## src/rtl/juiz_pkg.sv

```systemverilog
// juiz_pkg: shared definitions for the invader-game referee (juiz_frota).
//   estado_t   - referee FSM states
//   N_INIMIGOS - enemy/bullet slots carried on the fleet bus
//   LARG_CAMPO - width of one coordinate field on the bus
//   LARG_BUS   - width of one packed coordinate bus
//   ALT_TELA   - screen height; a bullet at or below this row is not live
//   LARG_TELA  - screen width
package juiz_pkg;

  typedef enum logic [1:0] {
    IDLE,
    SCAN,
    REPORT,
    FIM
  } estado_t;

  localparam int unsigned N_INIMIGOS = 20;
  localparam int unsigned LARG_CAMPO = 10;
  localparam int unsigned LARG_BUS   = N_INIMIGOS * LARG_CAMPO;
  localparam int unsigned ALT_TELA   = 480;
  localparam int unsigned LARG_TELA  = 640;

endpackage

```

## src/rtl/juiz_frota_if.sv

```systemverilog
// juiz_frota_if: packed fleet bus from the fleet block to the referee.
//   inimigo_x/inimigo_y - enemy positions, slot i at [10i+9:10i]
//   x_bola/y_bola       - enemy bullet positions, slot i at [10i+9:10i]
//   vivo                - bit i set while enemy i is alive
//   x_nave/y_nave       - ship top-left corner
// Modports: master = fleet block (drives), slave = referee (reads).
interface juiz_frota_if;
  import juiz_pkg::*;

  logic [LARG_BUS-1:0]   inimigo_x;
  logic [LARG_BUS-1:0]   inimigo_y;
  logic [LARG_BUS-1:0]   x_bola;
  logic [LARG_BUS-1:0]   y_bola;
  logic [0:N_INIMIGOS-1] vivo;
  logic [LARG_CAMPO-1:0] x_nave;
  logic [LARG_CAMPO-1:0] y_nave;

  modport master (
    output inimigo_x, inimigo_y, x_bola, y_bola, vivo, x_nave, y_nave
  );

  modport slave (
    input inimigo_x, inimigo_y, x_bola, y_bola, vivo, x_nave, y_nave
  );

endinterface

```

## src/rtl/colisao_caixa.sv

```systemverilog
// colisao_caixa: combinational axis-aligned box overlap test on 11-bit coordinates.
//   a_x_i, a_y_i, a_larg_i, a_alt_i - box A top-left, width, height
//   b_x_i, b_y_i, b_larg_i, b_alt_i - box B top-left, width, height
//   sobrepoe_o                      - boxes share at least one pixel
// Inputs come from 10-bit fields plus small sizes, so the 11-bit sums never wrap.
module colisao_caixa (
  input  logic [10:0] a_x_i,
  input  logic [10:0] a_y_i,
  input  logic [10:0] a_larg_i,
  input  logic [10:0] a_alt_i,
  input  logic [10:0] b_x_i,
  input  logic [10:0] b_y_i,
  input  logic [10:0] b_larg_i,
  input  logic [10:0] b_alt_i,
  output logic        sobrepoe_o
);

  logic sob_x;
  logic sob_y;

  always_comb begin
    sob_x      = (a_x_i < b_x_i + b_larg_i) && (a_x_i + a_larg_i > b_x_i);
    sob_y      = (a_y_i < b_y_i + b_alt_i) && (a_y_i + a_alt_i > b_y_i);
    sobrepoe_o = sob_x && sob_y;
  end

endmodule

```

## src/rtl/juiz_frota.sv

```systemverilog
// juiz_frota: referee for the invader game.
// On each accepted movement tick it snapshots the fleet bus, scans the 20 slots one per
// cycle, then updates lives, score and end-of-game flags in a single REPORT cycle.
//   CLOCK_50      - system clock
//   reset         - asynchronous, active-low
//   tick_mv       - one-cycle frame pulse; accepted only in IDLE with pausa low
//   pausa         - drops ticks while high (does not stall a scan in progress)
//   reiniciarJogo - synchronous restart, priority over everything else
//   frota         - fleet bus (slave modport)
//   vidas, pontos, acerto_nave, fim_jogo, vitoria, ocupado - registered HUD/control outputs
// Build option: define JUIZ_INVASAO_EN to compile in the enemy-invasion loss check.
module juiz_frota
  import juiz_pkg::*;
#(
  parameter int unsigned VIDAS_INI   = 3,
  parameter int unsigned LARG_NAVE   = 32,
  parameter int unsigned ALT_NAVE    = 16,
  parameter int unsigned TAM_BOLA    = 4
`ifdef JUIZ_INVASAO_EN
  ,
  parameter int unsigned ALT_INIMIGO = 16
`endif
) (
  input  logic             CLOCK_50,
  input  logic             reset,
  input  logic             tick_mv,
  input  logic             pausa,
  input  logic             reiniciarJogo,
  juiz_frota_if.slave      frota,
  output logic [1:0]       vidas,
  output logic [7:0]       pontos,
  output logic             acerto_nave,
  output logic             fim_jogo,
  output logic             vitoria,
  output logic             ocupado
);

  estado_t estado_q, estado_d;
  logic [4:0] cont_q, cont_d;

  // Snapshot shift registers: the slot under test is always in the low field.
  logic [LARG_BUS-1:0]   x_bola_q, x_bola_d;
  logic [LARG_BUS-1:0]   y_bola_q, y_bola_d;
  logic [N_INIMIGOS-1:0] vivo_q, vivo_d;
  logic [LARG_CAMPO-1:0] x_nave_q, x_nave_d;
  logic [LARG_CAMPO-1:0] y_nave_q, y_nave_d;

  // Per-frame accumulators.
  logic       acerto_q, acerto_d;
  logic [4:0] mortos_q, mortos_d;
`ifdef JUIZ_INVASAO_EN
  logic [LARG_BUS-1:0] inimigo_y_q, inimigo_y_d;
  logic                invasao_q, invasao_d;
`endif

  logic [1:0] vidas_q, vidas_d;
  logic [7:0] pontos_q, pontos_d;
  logic       acerto_nave_q, acerto_nave_d;
  logic       fim_q, fim_d;
  logic       vitoria_q, vitoria_d;
  logic       ocupado_q, ocupado_d;

  logic       bola_viva;
  logic       bola_na_nave;
  logic [1:0] vidas_nova;
  logic       perde_jogo;

  assign bola_viva = {1'b0, y_bola_q[LARG_CAMPO-1:0]} < 11'(ALT_TELA);

  // Saturating: a hit at zero lives keeps zero.
  assign vidas_nova = (acerto_q && (vidas_q != 2'd0)) ? vidas_q - 2'd1 : vidas_q;

`ifdef JUIZ_INVASAO_EN
  assign perde_jogo = (vidas_nova == 2'd0) || invasao_q;
`else
  assign perde_jogo = (vidas_nova == 2'd0);
`endif

  colisao_caixa u_colisao (
    .a_x_i    ({1'b0, x_bola_q[LARG_CAMPO-1:0]}),
    .a_y_i    ({1'b0, y_bola_q[LARG_CAMPO-1:0]}),
    .a_larg_i (11'(TAM_BOLA)),
    .a_alt_i  (11'(TAM_BOLA)),
    .b_x_i    ({1'b0, x_nave_q}),
    .b_y_i    ({1'b0, y_nave_q}),
    .b_larg_i (11'(LARG_NAVE)),
    .b_alt_i  (11'(ALT_NAVE)),
    .sobrepoe_o(bola_na_nave)
  );

  always_comb begin
    estado_d      = estado_q;
    cont_d        = cont_q;
    x_bola_d      = x_bola_q;
    y_bola_d      = y_bola_q;
    vivo_d        = vivo_q;
    x_nave_d      = x_nave_q;
    y_nave_d      = y_nave_q;
    acerto_d      = acerto_q;
    mortos_d      = mortos_q;
`ifdef JUIZ_INVASAO_EN
    inimigo_y_d   = inimigo_y_q;
    invasao_d     = invasao_q;
`endif
    vidas_d       = vidas_q;
    pontos_d      = pontos_q;
    acerto_nave_d = 1'b0;
    fim_d         = fim_q;
    vitoria_d     = vitoria_q;

    unique case (estado_q)
      IDLE: begin
        if (tick_mv && !pausa) begin
          x_bola_d = frota.x_bola;
          y_bola_d = frota.y_bola;
          for (int i = 0; i < N_INIMIGOS; i++) begin
            vivo_d[i] = frota.vivo[i];
          end
          x_nave_d = frota.x_nave;
          y_nave_d = frota.y_nave;
`ifdef JUIZ_INVASAO_EN
          inimigo_y_d = frota.inimigo_y;
          invasao_d   = 1'b0;
`endif
          acerto_d = 1'b0;
          mortos_d = 5'd0;
          cont_d   = 5'd0;
          estado_d = SCAN;
        end
      end

      SCAN: begin
        if (bola_viva && bola_na_nave) begin
          acerto_d = 1'b1;
        end
        if (!vivo_q[0]) begin
          mortos_d = mortos_q + 5'd1;
        end
`ifdef JUIZ_INVASAO_EN
        if (vivo_q[0] &&
            ({1'b0, inimigo_y_q[LARG_CAMPO-1:0]} + 11'(ALT_INIMIGO) >= {1'b0, y_nave_q})) begin
          invasao_d = 1'b1;
        end
        inimigo_y_d = inimigo_y_q >> LARG_CAMPO;
`endif
        x_bola_d = x_bola_q >> LARG_CAMPO;
        y_bola_d = y_bola_q >> LARG_CAMPO;
        vivo_d   = vivo_q >> 1;
        cont_d   = cont_q + 5'd1;
        if (cont_q == 5'(N_INIMIGOS - 1)) begin
          estado_d = REPORT;
        end
      end

      REPORT: begin
        vidas_d       = vidas_nova;
        acerto_nave_d = acerto_q;
        // Score is dead * 10 as shift-and-add.
        pontos_d      = {mortos_q, 3'b000} + {2'b00, mortos_q, 1'b0};
        if (mortos_q == 5'(N_INIMIGOS)) begin
          fim_d     = 1'b1;
          vitoria_d = 1'b1;
          estado_d  = FIM;
        end else if (perde_jogo) begin
          fim_d     = 1'b1;
          vitoria_d = 1'b0;
          estado_d  = FIM;
        end else begin
          estado_d  = IDLE;
        end
      end

      FIM: begin
        // Held until restart; ticks ignored.
      end

      default: estado_d = IDLE;
    endcase

    if (reiniciarJogo) begin
      estado_d      = IDLE;
      cont_d        = 5'd0;
      acerto_d      = 1'b0;
      mortos_d      = 5'd0;
`ifdef JUIZ_INVASAO_EN
      invasao_d     = 1'b0;
`endif
      vidas_d       = 2'(VIDAS_INI);
      pontos_d      = 8'd0;
      acerto_nave_d = 1'b0;
      fim_d         = 1'b0;
      vitoria_d     = 1'b0;
    end

    ocupado_d = (estado_d == SCAN) || (estado_d == REPORT);
  end

  always_ff @(posedge CLOCK_50 or negedge reset) begin
    if (!reset) begin
      estado_q      <= IDLE;
      cont_q        <= 5'd0;
      x_bola_q      <= '0;
      y_bola_q      <= '0;
      vivo_q        <= '0;
      x_nave_q      <= '0;
      y_nave_q      <= '0;
      acerto_q      <= 1'b0;
      mortos_q      <= 5'd0;
`ifdef JUIZ_INVASAO_EN
      inimigo_y_q   <= '0;
      invasao_q     <= 1'b0;
`endif
      vidas_q       <= 2'(VIDAS_INI);
      pontos_q      <= 8'd0;
      acerto_nave_q <= 1'b0;
      fim_q         <= 1'b0;
      vitoria_q     <= 1'b0;
      ocupado_q     <= 1'b0;
    end else begin
      estado_q      <= estado_d;
      cont_q        <= cont_d;
      x_bola_q      <= x_bola_d;
      y_bola_q      <= y_bola_d;
      vivo_q        <= vivo_d;
      x_nave_q      <= x_nave_d;
      y_nave_q      <= y_nave_d;
      acerto_q      <= acerto_d;
      mortos_q      <= mortos_d;
`ifdef JUIZ_INVASAO_EN
      inimigo_y_q   <= inimigo_y_d;
      invasao_q     <= invasao_d;
`endif
      vidas_q       <= vidas_d;
      pontos_q      <= pontos_d;
      acerto_nave_q <= acerto_nave_d;
      fim_q         <= fim_d;
      vitoria_q     <= vitoria_d;
      ocupado_q     <= ocupado_d;
    end
  end

  assign vidas       = vidas_q;
  assign pontos      = pontos_q;
  assign acerto_nave = acerto_nave_q;
  assign fim_jogo    = fim_q;
  assign vitoria     = vitoria_q;
  assign ocupado     = ocupado_q;

endmodule

```

## src/flat_wrapper.sv

```systemverilog
// flat-port wrapper written by rule: the top's interface ports become plain ports
module juiz_frota_flat import juiz_pkg::*;
#(
  parameter int unsigned VIDAS_INI   = 3,
  parameter int unsigned LARG_NAVE   = 32,
  parameter int unsigned ALT_NAVE    = 16,
  parameter int unsigned TAM_BOLA    = 4

)
  (CLOCK_50, reset, tick_mv, pausa, reiniciarJogo, vidas, pontos, acerto_nave, fim_jogo, vitoria, ocupado, frota_inimigo_x, frota_inimigo_y, frota_x_bola, frota_y_bola, frota_vivo, frota_x_nave, frota_y_nave);
  juiz_frota_if frota_i ();
  input  logic CLOCK_50;
  input  logic reset;
  input  logic tick_mv;
  input  logic pausa;
  input  logic reiniciarJogo;
  output logic [1:0] vidas;
  output logic [7:0] pontos;
  output logic acerto_nave;
  output logic fim_jogo;
  output logic vitoria;
  output logic ocupado;
  input wire logic [$bits(frota_i.inimigo_x)-1:0] frota_inimigo_x;
  input wire logic [$bits(frota_i.inimigo_y)-1:0] frota_inimigo_y;
  input wire logic [$bits(frota_i.x_bola)-1:0] frota_x_bola;
  input wire logic [$bits(frota_i.y_bola)-1:0] frota_y_bola;
  input wire logic [$bits(frota_i.vivo)-1:0] frota_vivo;
  input wire logic [$bits(frota_i.x_nave)-1:0] frota_x_nave;
  input wire logic [$bits(frota_i.y_nave)-1:0] frota_y_nave;
  assign frota_i.inimigo_x = frota_inimigo_x;
  assign frota_i.inimigo_y = frota_inimigo_y;
  assign frota_i.x_bola = frota_x_bola;
  assign frota_i.y_bola = frota_y_bola;
  assign frota_i.vivo = frota_vivo;
  assign frota_i.x_nave = frota_x_nave;
  assign frota_i.y_nave = frota_y_nave;
  juiz_frota #(.VIDAS_INI(VIDAS_INI), .LARG_NAVE(LARG_NAVE), .ALT_NAVE(ALT_NAVE), .TAM_BOLA(TAM_BOLA)) u_core (.CLOCK_50(CLOCK_50), .reset(reset), .tick_mv(tick_mv), .pausa(pausa), .reiniciarJogo(reiniciarJogo), .frota(frota_i), .vidas(vidas), .pontos(pontos), .acerto_nave(acerto_nave), .fim_jogo(fim_jogo), .vitoria(vitoria), .ocupado(ocupado));
endmodule
```

## config.mk

```make
export PLATFORM = sky130hd
export DESIGN_NAME = juiz_frota_flat
export DESIGN_NICKNAME = d
export VERILOG_FILES = /design/src/rtl/juiz_pkg.sv /design/src/rtl/juiz_frota_if.sv /design/src/rtl/colisao_caixa.sv /design/src/rtl/juiz_frota.sv /design/src/flat_wrapper.sv
export SDC_FILE = /design/constraint.sdc
export NUM_CORES = 1
export LEC_CHECK = 0
export BUFFER_PORTS_ARGS = -buffer_cell sky130_fd_sc_hd__buf_4
export CAP_MARGIN = 20
export CORE_AREA = 2 2 337 339
export CTS_CLUSTER_DIAMETER = 120
export DETAILED_ROUTE_END_ITERATION = 6
export DIE_AREA = 0 0 339 341
export PLACE_DENSITY = 0.48
export SYNTH_ARGS = -nofsm -noshare
export SYNTH_HDL_FRONTEND = slang
export SYNTH_HIERARCHICAL = 1
export SYNTH_SLANG_ARGS = --single-unit
```

## constraint.sdc

```tcl
create_clock -name CLOCK_50 -period 5.9 [get_ports CLOCK_50]
set_input_delay 0.59 -clock CLOCK_50 [delete_from_list [all_inputs] [get_ports CLOCK_50]]
set_output_delay 0.59 -clock CLOCK_50 [all_outputs]
set_load 0.005 [all_outputs]
```

# [Yosys cells after proc, flatten, opt, wreduce, memory -nomap -nowiden]
# Cells that the tools add are included.
[word_totals] wordCells=96 out_inout_bits=14 register_bits=467
[op_classes] order_cmp=5 eq_ne=10 addsub=8 muxes=37 n_reduce_logical=21
[ops] cell="one-hot mux 200 bit (2 select lines)" n=2
[ops] cell="two-way mux 200 bit" n=2
[ops] cell="one-hot mux 20 bit (2 select lines)" n=1
[ops] cell="adder 10 x 3 -> 11 bit, second input constant" n=2
[ops] cell="greater-than comparator 11 x 10 -> 1 bit" n=2
[ops] cell="< comparator 10 x 11 -> 1 bit" n=2
[ops] cell="two-way mux 20 bit" n=1
[ops] cell="two-way mux 5 bit" n=4
[ops] cell="one-hot mux 5 bit (2 select lines)" n=2
[ops] cell="two-way mux 2 bit" n=8
[ops] cell="two-way mux 8 bit" n=2
[ops] cell="two-way mux 1 bit" n=13
[ops] cell="adder 10 x 5 -> 11 bit, second input constant" n=1
[ops] cell="adder 10 x 6 -> 11 bit, second input constant" n=1
[ops] cell="adder 5 x 1 -> 5 bit, second input constant" n=2
[ops] cell="== test 5 bit, second input constant" n=2
[ops] cell="< comparator 10 x 9 -> 1 bit, second input constant" n=1
[ops] cell="adder 8 x 6 -> 8 bit" n=1
[ops] cell="AND reduction 2 bit" n=4
[ops] cell="logical AND 1 bit" n=6
[ops] cell="inequality test 3 x 2 -> 1 bit, second input constant" n=2
[ops] cell="one-hot mux 2 bit (3 select lines)" n=1
[ops] cell="AND reduction 3 bit" n=2
[ops] cell="nonzero test 2 bit" n=3
[ops] cell="other kinds (10)" n=14

# [Longest topological paths before layout]
# Gate-level depths: netlist (run 1).
[depth] ltp_word=10 mapped_depth=15

# [Modules after synthesis]
# The synthesis (run 1) kept the hierarchy.
[modules_own_cells] module="juiz_frota" n_inst=1 area_each_um2=20741.1 cells_each=2456
[modules_own_cells] module="colisao_caixa" n_inst=1 area_each_um2=2710.1 cells_each=354

# [Least setup slack after synthesis (run 1)]
# Ideal clock, no wire load.
[synth_timing] kind="register -> register" from="reg u_core.x_bola_q[4]" to="reg u_core.acerto_q" path_slack_ns=2.333 path_buffers=0 t_arrival_ns=3.490 path_stages_with_launch=14 path_cell_list="dfrtp_1 ha_1 nand3_1 o211ai_2 or4_4 a2111o_1 o211a_1 ha_1 nand4_1 a211oi_1 o41ai_1 nor4b_1 or4b_2 a21oi_1"
[synth_via] elab_chain_cells=7 elab_cells_between_ends=8 classes_between="1 x add/sub; 2 x order compare; 1 x eq/ne; 4 x reduce/logical"
[synth_rtl] element="from (decl)" line="juiz_frota.sv:42" rtl="logic [LARG_BUS-1:0] x_bola_q, x_bola_d;"
[synth_rtl] element="from (signal assigned)" line="juiz_frota.sv:222" rtl="x_bola_q <= x_bola_d;"
[synth_rtl] element="adder 10 x 3 -> 11 bit" line="colisao_caixa.sv:22" rtl="sob_x = (a_x_i < b_x_i + b_larg_i) && (a_x_i + a_larg_i > b_x_i);"
[synth_rtl] element="greater-than comparator 11 x 10 -> 1 bit" line="colisao_caixa.sv:22"
[synth_rtl] element="logical AND 1 bit (*)" line="colisao_caixa.sv:22"
[synth_rtl] element="logical AND 1 bit (*)" line="colisao_caixa.sv:24" rtl="sobrepoe_o = sob_x && sob_y;"
[synth_rtl] element="named net u_core.bola_na_nave" line="juiz_frota.sv:64" rtl="logic bola_na_nave;"
[synth_rtl] element="logical AND 1 bit (*)" line="juiz_frota.sv:133" rtl="if (bola_viva && bola_na_nave) begin"
[synth_rtl] element="inequality test 3 x 2 -> 1 bit (no source line) (*)"
[synth_rtl] element="AND reduction 3 bit (no source line) (*)"
[synth_rtl] element="to (signal assigned)" line="juiz_frota.sv:227" rtl="acerto_q <= acerto_d;"
[synth_rtl] element="to (decl)" line="juiz_frota.sv:49" rtl="logic acerto_q, acerto_d;"
# The timed path passes the listed nets; every way through them passes the cells marked *.
# A chain may end at the register's enable or synchronous reset.

# [Final worst setup path (run 1)]
[layout_timing] from="reg u_core.y_nave_q[5]" to="reg u_core.acerto_q"
[layout_via] elab_chain_cells=7 elab_cells_between_ends=8 classes_between="1 x add/sub; 2 x order compare; 1 x eq/ne; 4 x reduce/logical"
[layout_rtl] element="from (decl)" line="juiz_frota.sv:46" rtl="logic [LARG_CAMPO-1:0] y_nave_q, y_nave_d;"
[layout_rtl] element="from (signal assigned)" line="juiz_frota.sv:226" rtl="y_nave_q <= y_nave_d;"
[layout_rtl] element="adder 10 x 5 -> 11 bit" line="colisao_caixa.sv:23" rtl="sob_y = (a_y_i < b_y_i + b_alt_i) && (a_y_i + a_alt_i > b_y_i);"
[layout_rtl] element="< comparator 10 x 11 -> 1 bit" line="colisao_caixa.sv:23"
[layout_rtl] element="logical AND 1 bit (*)" line="colisao_caixa.sv:23"
[layout_rtl] element="logical AND 1 bit (*)" line="colisao_caixa.sv:24"
[layout_rtl] element="named net u_core.bola_na_nave" line="juiz_frota.sv:64"
[layout_rtl] element="logical AND 1 bit (*)" line="juiz_frota.sv:133"
[layout_rtl] element="inequality test 3 x 2 -> 1 bit (no source line) (*)"
[layout_rtl] element="AND reduction 3 bit (no source line) (*)"
# Marked as above.

==> metrics.md, run 1 <==
| Metric | Value |
|---|---|
| Outcome | `completed` |
| Util after Layout | `0.271` |
| Fin cells | `4,769` |
| Final setup viols | `0` |
| Netlist cell types | `64` |
| Crit path buffers/inverters | `0` |
| Worst relative slew slack | `0.202` |
| GPL Wtd Cong | `0.811` |
| VDD IR max | `0.165 mV` |
| Routed length on met3 | `7640 microns` |
| Met1 WL | `37,700 microns` |
| Mapped Avg Cell Area | `8.35 sq um` |
| Cts bufs inserted | `between 50 and 60` |
| Startpoint types | `flop` |
| Clock latency on the worst-skew pair | `approximately 640 ps` |
| Hold buffers post-CTS | `1` |
| Vias | `roughly 21,000` |
| Crit path cell chain | `ha_1, nand2_1, o211ai_1, or4_1, nand2_1, xor2_1, ha_1, a211oi_1, o22ai_1, nor3_1, o41ai_1, nor4b_1, or4b_2, a21oi_1` |
| DIE AREA | `116,000 sq um` |
| Max Used Layer | `met5` |
| Post-cts resize count | `0` |
| Detailed Route Iter0 Violations | `approximately 1,600` |
| Met2 wire length | `35,400 microns` |
| Ys flop type | `dfrtp_1` |
| Pleak | `14.1 nW` |
| Post-synth EDFFs | `0` |
| Post-CTS setup buffer count | `0` |
| Dpl cells | `4,648` |
| Async set or reset register ratio after synthesis | `1.00` |
| TritonCTS Sinks | `466` |
| MaxCap Viol Count | `0` |
| Site Rows | `123` |
| Wirelength per Cell | `17.4 microns` |
| Setup TNS | `0 ps` |
| Drt pass-1 iters | `5` |
| Hold Violations, Final | `0` |
| CTS tree | `built` |
| Worst-Margin Slew | `1200 ps` |
| Clk buf depth | `3` |
| Mapped Cells | `2,810` |
| Vias in the first global route | `a little over 20,000` |
| Critical Path Max Stage Delay | `640 ps` |
| Most common cell after layout, fill and taps aside | `nand2_1` |
| Most frequent cells in the layout | `nand2_1, buf_4, dfrtp_1` |
| Grt ovf | `0` |
| RSZ-0062 raised after global routing | `no` |
| Max frequency | `~240 MHz` |
| Critical Path RT | `~6500 ps` |
| CP delay by family, top | `simple AND/OR/NAND/NOR gates` |
| IO Count | `859` |
| Remaining antenna violation count after routing | `0` |
| Post-Route WL | `82,900 microns` |
| CP max stage cell | `or4b_2` |
| Warnings, synthesis | `6` |
| Post-Synthesis Cell Area | `23,500 sq um` |
| Layout cell share with drive strength beyond 1 | `0.181` |
| Seq cells post-synth | `466` |
| Die Width | `339 microns` |
| Fillers | `between 10,000 and 15,000` |
| Area Overhead vs Synth | `29.5%` |
| Largest fanout on the critical path | `5` |
| Die height | `341 microns` |
| Fin crit share | `0.707` |
| Fin crit period | `4170 ps` |
| Setup CP Type | `reg -> reg` |
| Clock transition time at the flip-flop clock pins of the worst setup and hold paths | `60 ps` |
| HPWL Detailed | `58,200 microns` |
| Max-slew violations | `0` |
| Vias per inst | `4.41` |
| Worst Clk Skew | `23.2 ps` |
| Post-synthesis sequential area ratio | `0.497` |
| H-Tree Depth | `2` |
| Largest net degree at the start of global routing | `190` |
| Hold crit path type | `in -> reg` |
| Initial antenna violation count | `39` |
| # DRC | `0` |
| Nets | `4,148` |
| Initial cell density of the core | `0.210` |
| Root buffer cell | `clkbuf_16` |
| Nature of the critical path endpoint | `flop` |
| Global-route wire length before repair | `126,000 microns` |
| IO Port Bufs | `457` |
| Core Area | `112,000 sq um` |
| WP data arrival | `about 4700 ps` |
| Pwr/cell area | `344 nW/um^2` |
| Total GRT Usage | `0.140` |
## state kept, by name, indices dropped and copies added, names as in the netlist
name,flops
u_core/x_bola_q,200
u_core/fim_jogo,1
u_core/acerto_nave,1
u_core/vidas,2
u_core/vitoria,1
u_core/y_nave_q,10
u_core/vivo_q,20
u_core/estado_q,2
u_core/cont_q,5
u_core/ocupado,1
u_core/mortos_q,5
u_core/pontos,7
u_core/y_bola_q,200
u_core/x_nave_q,10
u_core/acerto_q,1
## final cells by class
cell class              instances  area, sq um  area share
flip-flops and latches        466        11700       0.384
multi-input cells            2160        10900       0.360
repair buffers                481         3750       0.124
well taps                    1500         1880      0.0618
clock buffers                  84         1710      0.0563
clock inverters                20          223     0.00733
inverters                      43          161     0.00531
diodes                         15         37.5     0.00124
## routing by layer
metal / vias up / global-route usage
met4: 42 / 0.0402
li1: 10300 / -
met3: 137 / 0.0553
met2: 547 / 0.204
met1: 10000 / 0.189
met5: - / 0
## cells in the mapped netlist (18+ instances only)
master / number / area share
nand2_1: 888 / 0.14
dfrtp_1: 464 / 0.50
nor2_1: 439 / 0.070
a31oi_1: 402 / 0.11
clkbuf_1: 111 / 0.018
ha_1: 89 / 0.047
buf_2: 64 / 0.014
inv_1: 43 / 0.0069
a21oi_1: 38 / 0.0081
nand3_1: 27 / 0.0058
xnor2_1: 22 / 0.0082
a22o_1: 21 / 0.0078
xor2_1: 20 / 0.0075
nor3_1: 18 / 0.0038
## path summary, 6_finish.rpt
| check | startpoint | end | slack (ps) | depth (start not counted) |
|---|---|---|---|---|
| max | u_core/y_nave_q[5] | u_core/acerto_q | 1730 | 14 |
| min | frota_y_nave[6] | u_core/y_nave_q[6] | 150 | 3 |
| max reg2reg | u_core/y_nave_q[5] | u_core/acerto_q | 1730 | 14 |
| min reg2reg | u_core/y_bola_q[195] | u_core/y_bola_q[195] | 500 | 1 |
| max in group asynchronous | reset | u_core/x_bola_q[33] | 3940 | 3 |
| min in group asynchronous | reset | u_core/y_bola_q[17] | 520 | 2 |
## worst register-to-register path, delay by kind of cell, from the launching register on
kind | cells | cell delay [ps]
compound gates | 5 | 1050
xor+xnor | 1 | 150
simple gates | 6 | 1860
flops | 1 | 410
fa+ha+maj | 2 | 630
## cell families (layout without fill, tap and decap cells)
group                    Yosys count  in the layout  synth area share
multiplexers                       2              2          0.000854
AO/OA/AOI/OAI                    537            537             0.149
flip-flops                       466            466             0.497
XOR/XNOR                          43             43            0.0164
buffers and inverters            239            628            0.0457
other                              2             72          0.000320
adder cells (fa/ha/maj)           94             94            0.0518
AND/OR/NAND/NOR                 1427           1427             0.239
## power breakdown
| group | internal, W | leakage (nW) | switching [W] |
|---|---|---|---|
| Combinational | 0.00108 | 7.65 | 0.00127 |
| Sequential | 0.00392 | 5.49 | 0.000541 |
| Clock | 0.00214 | 0.963 | 0.00149 |
## through the flow
step                      total power, W  cell area (sq um)  hold slack [ps]  worst slack (ps)
after floorplan                  0.00596              23700              294              2330
after global placement           0.00683              28400              487              1720
after detailed placement         0.00686              28400              487              1720
after CTS                         0.0106              30300             82.0              1670
after global routing              0.0112              30400              119              1470
final                             0.0104              30400              149              1730
Power figures use the tool's default switching activity.
==> inputs of run 2 (changes only) <==
clock period = 4.4 ns   (was 5.9 ns; I/O delays follow)
==> metrics.md, run 2 (synthesis gave the netlist of run 1 again) <==
| Metric | Value |
|---|---|
| Core Area | `112,000 sq um (unchanged)` |
| Die height | `341 microns (unchanged)` |
| Most frequent cells in the layout | `nand2_1, buf_4, dfrtp_1` |
| Total power draw | `0.0142 W (+36%)` |
| Pleak | `14.4 nW (+2.0%)` |
| Post-Route WL | `83,800 microns (+1.1%)` |
| Global-route wire length before repair | `128,000 microns (+1.0%)` |
| Critical Path RT | `4970 ps (-1480 ps)` |
| IO Port Bufs | `457 (unchanged)` |
| Remaining antenna violation count after routing | `0 (unchanged)` |
| Multi-input gate area | `10,900 sq um (unchanged)` |
| MaxCap Viol Count | `0 (unchanged)` |
| Fin crit share | `0.929 (+0.222)` |
| CTS tree | `built` |
| Routed length on met3 | `7650 microns (+0.10%)` |
| Vias per inst | `4.39 (-0.57%)` |
| Met2 wire length | `36,400 microns (+2.8%)` |
| Final setup viols | `0 (unchanged)` |
| Fillers | `12,300 (-0.18%)` |
| Site Rows | `123 (unchanged)` |
| IO Count | `859 (unchanged)` |
| Final Instance Area | `31,000 sq um (+2.2%)` |
| Nature of the critical path endpoint | `flop` |
| Max frequency | `245 MHz (+2.1%)` |
| RSZ-0062 raised after global routing | `no` |
| Vias | `21,200 (+0.70%)` |
| Total GRT Usage | `0.141 (+0.00170)` |
| Outcome | `completed` |
| Placed cell areas | `28,600 sq um (+0.78%)` |
| Clock latency on the worst-skew pair | `640 ps (about the same)` |
| Largest net degree at the start of global routing | `146 (-23%)` |
| H-Tree Depth | `2 (unchanged)` |
| WP data arrival | `4650 ps (-70 ps)` |
| Max Used Layer | `met5` |
| HPWL Detailed | `60,000 microns (+3.1%)` |
| Top flop regs | `u_core/x_bola_q (200), u_core/y_bola_q (200), u_core/vivo_q (20)` |
| Largest fanout on the critical path | `6 (+1)` |
| Worst Clk Skew | `20.9 ps (-2.29 ps)` |
| Setup TNS | `0 ps (unchanged)` |
| Met1 WL | `37,800 microns (+0.21%)` |
| Initial cell density of the core | `0.210 (unchanged)` |
| Nets | `4,203 (+1.3%)` |
| Area Overhead vs Synth | `32.3%` |
| FF+latch area | `11,700 sq um (unchanged)` |
| Layout cell share with drive strength beyond 1 | `0.183 (+0.00122)` |
| VDD IR max | `0.306 mV (+86%)` |
| DIE AREA | `116,000 sq um (unchanged)` |
| TritonCTS Sinks | `466 (unchanged)` |
| Clock transition time at the flip-flop clock pins of the worst setup and hold paths | `60 ps (about the same)` |
| Root buffer cell | `clkbuf_16` |
| Grt ovf | `0 (unchanged)` |
| Setup CP Type | `reg -> reg` |
| Detailed Route Iter0 Violations | `1,429 (-11%)` |
| Initial antenna violation count | `39 (unchanged)` |
| Cts bufs inserted | `58 (+1.8%)` |
| # DRC | `0 (unchanged)` |
| Fin crit period | `4090 ps (-85.0 ps)` |
| Hold Violations, Final | `0 (unchanged)` |
| Startpoint types | `flop` |
| Clk buf depth | `3 (unchanged)` |
| Wirelength per Cell | `17.3 microns (-0.21%)` |
| Hold crit path type | `in -> reg` |
| Worst relative slew slack | `0.288 (+0.0860)` |
| Most common cell after layout, fill and taps aside | `nand2_1` |
| Post-CTS setup buffer count | `0 (unchanged)` |
| GPL Wtd Cong | `0.804 (-0.85%)` |
| Drt pass-1 iters | `5 (unchanged)` |
| Vias in the first global route | `21,000 (+2.0%)` |
| Max-slew violations | `0 (unchanged)` |
| Pwr/cell area | `457 nW/um^2 (+33%)` |
| Die Width | `339 microns (unchanged)` |
| Worst-Margin Slew | `1060 ps (-133 ps)` |
[run 2: per-layer routing]
| layer | track usage | up-vias |
|---|---|---|
| met4 | 0.0417 | 38 |
| met1 | 0.191 | 10100 |
| met3 | 0.0508 | 120 |
| met2 | 0.210 | 558 |
| li1 | - | 10400 |
| met5 | 0 | - |
[run 2: final cells by class]
cell class / count / share of cell area
multi-input cells: 2160 / 0.353
inverters: 43 / 0.00520
repair buffers: 535 / 0.140
clock buffers: 87 / 0.0561
well taps: 1500 / 0.0605
diodes: 21 / 0.00169
flip-flops and latches: 466 / 0.376
clock inverters: 18 / 0.00826
[run 2: timing repair]
item / CTS / global route
hold buffers: 40 / 0
gates resized for setup: 0 / 0
endpoints found under the setup margin: 0 / 0
hold endpoints to repair: 135 / 0
[run 2: worst max-delay path, cell delays in order, from the launching register on]
cell	delay, ps
dfrtp_1	430
ha_1	400
nand3_1	130
o211ai_2	90
or4_4	430
a2111o_1	370
o211a_1	140
ha_1	290
nand4_1	130
a211oi_1	310
o41ai_1	200
nor4b_1	290
or4b_2	630
a21oi_1	160
[run 2: metrics by stage]
step            util  setup slack (ps)  hold slack [ps]  instances
2_1_floorplan      -               833              144       2865
3_3_place_gp   0.255               330              486       4664
3_5_place_dp   0.255               334              486       4664
4_1_cts        0.277               293             3.83       4809
5_1_grt        0.277               103             32.2       4819
6_report       0.277               313             50.2       4830
[run 2: where the power goes]
part | switching (W) | internal [W] | total, W
sequential | 0.000660 | 0.00526 | 0.00592
clock | 0.00198 | 0.00302 | 0.00500
combinational | 0.00175 | 0.00151 | 0.00326
total | 0.00439 | 0.00979 | 0.0142
[run 2: final timing paths]
check / depth (start not counted) / slack, ps / startpoint / endpoint
max reg2reg: 13 / 310 / u_core/x_bola_q[4] / u_core/acerto_q
min in group asynchronous: 2 / 460 / reset / u_core/y_bola_q[15]
min reg2reg: 1 / 500 / u_core/y_bola_q[192] / u_core/y_bola_q[192]
max in group asynchronous: 3 / 2840 / reset / u_core/x_bola_q[34]
min: 3 / 50 / frota_x_bola[73] / u_core/x_bola_q[73]
max: 13 / 310 / u_core/x_bola_q[4] / u_core/acerto_q
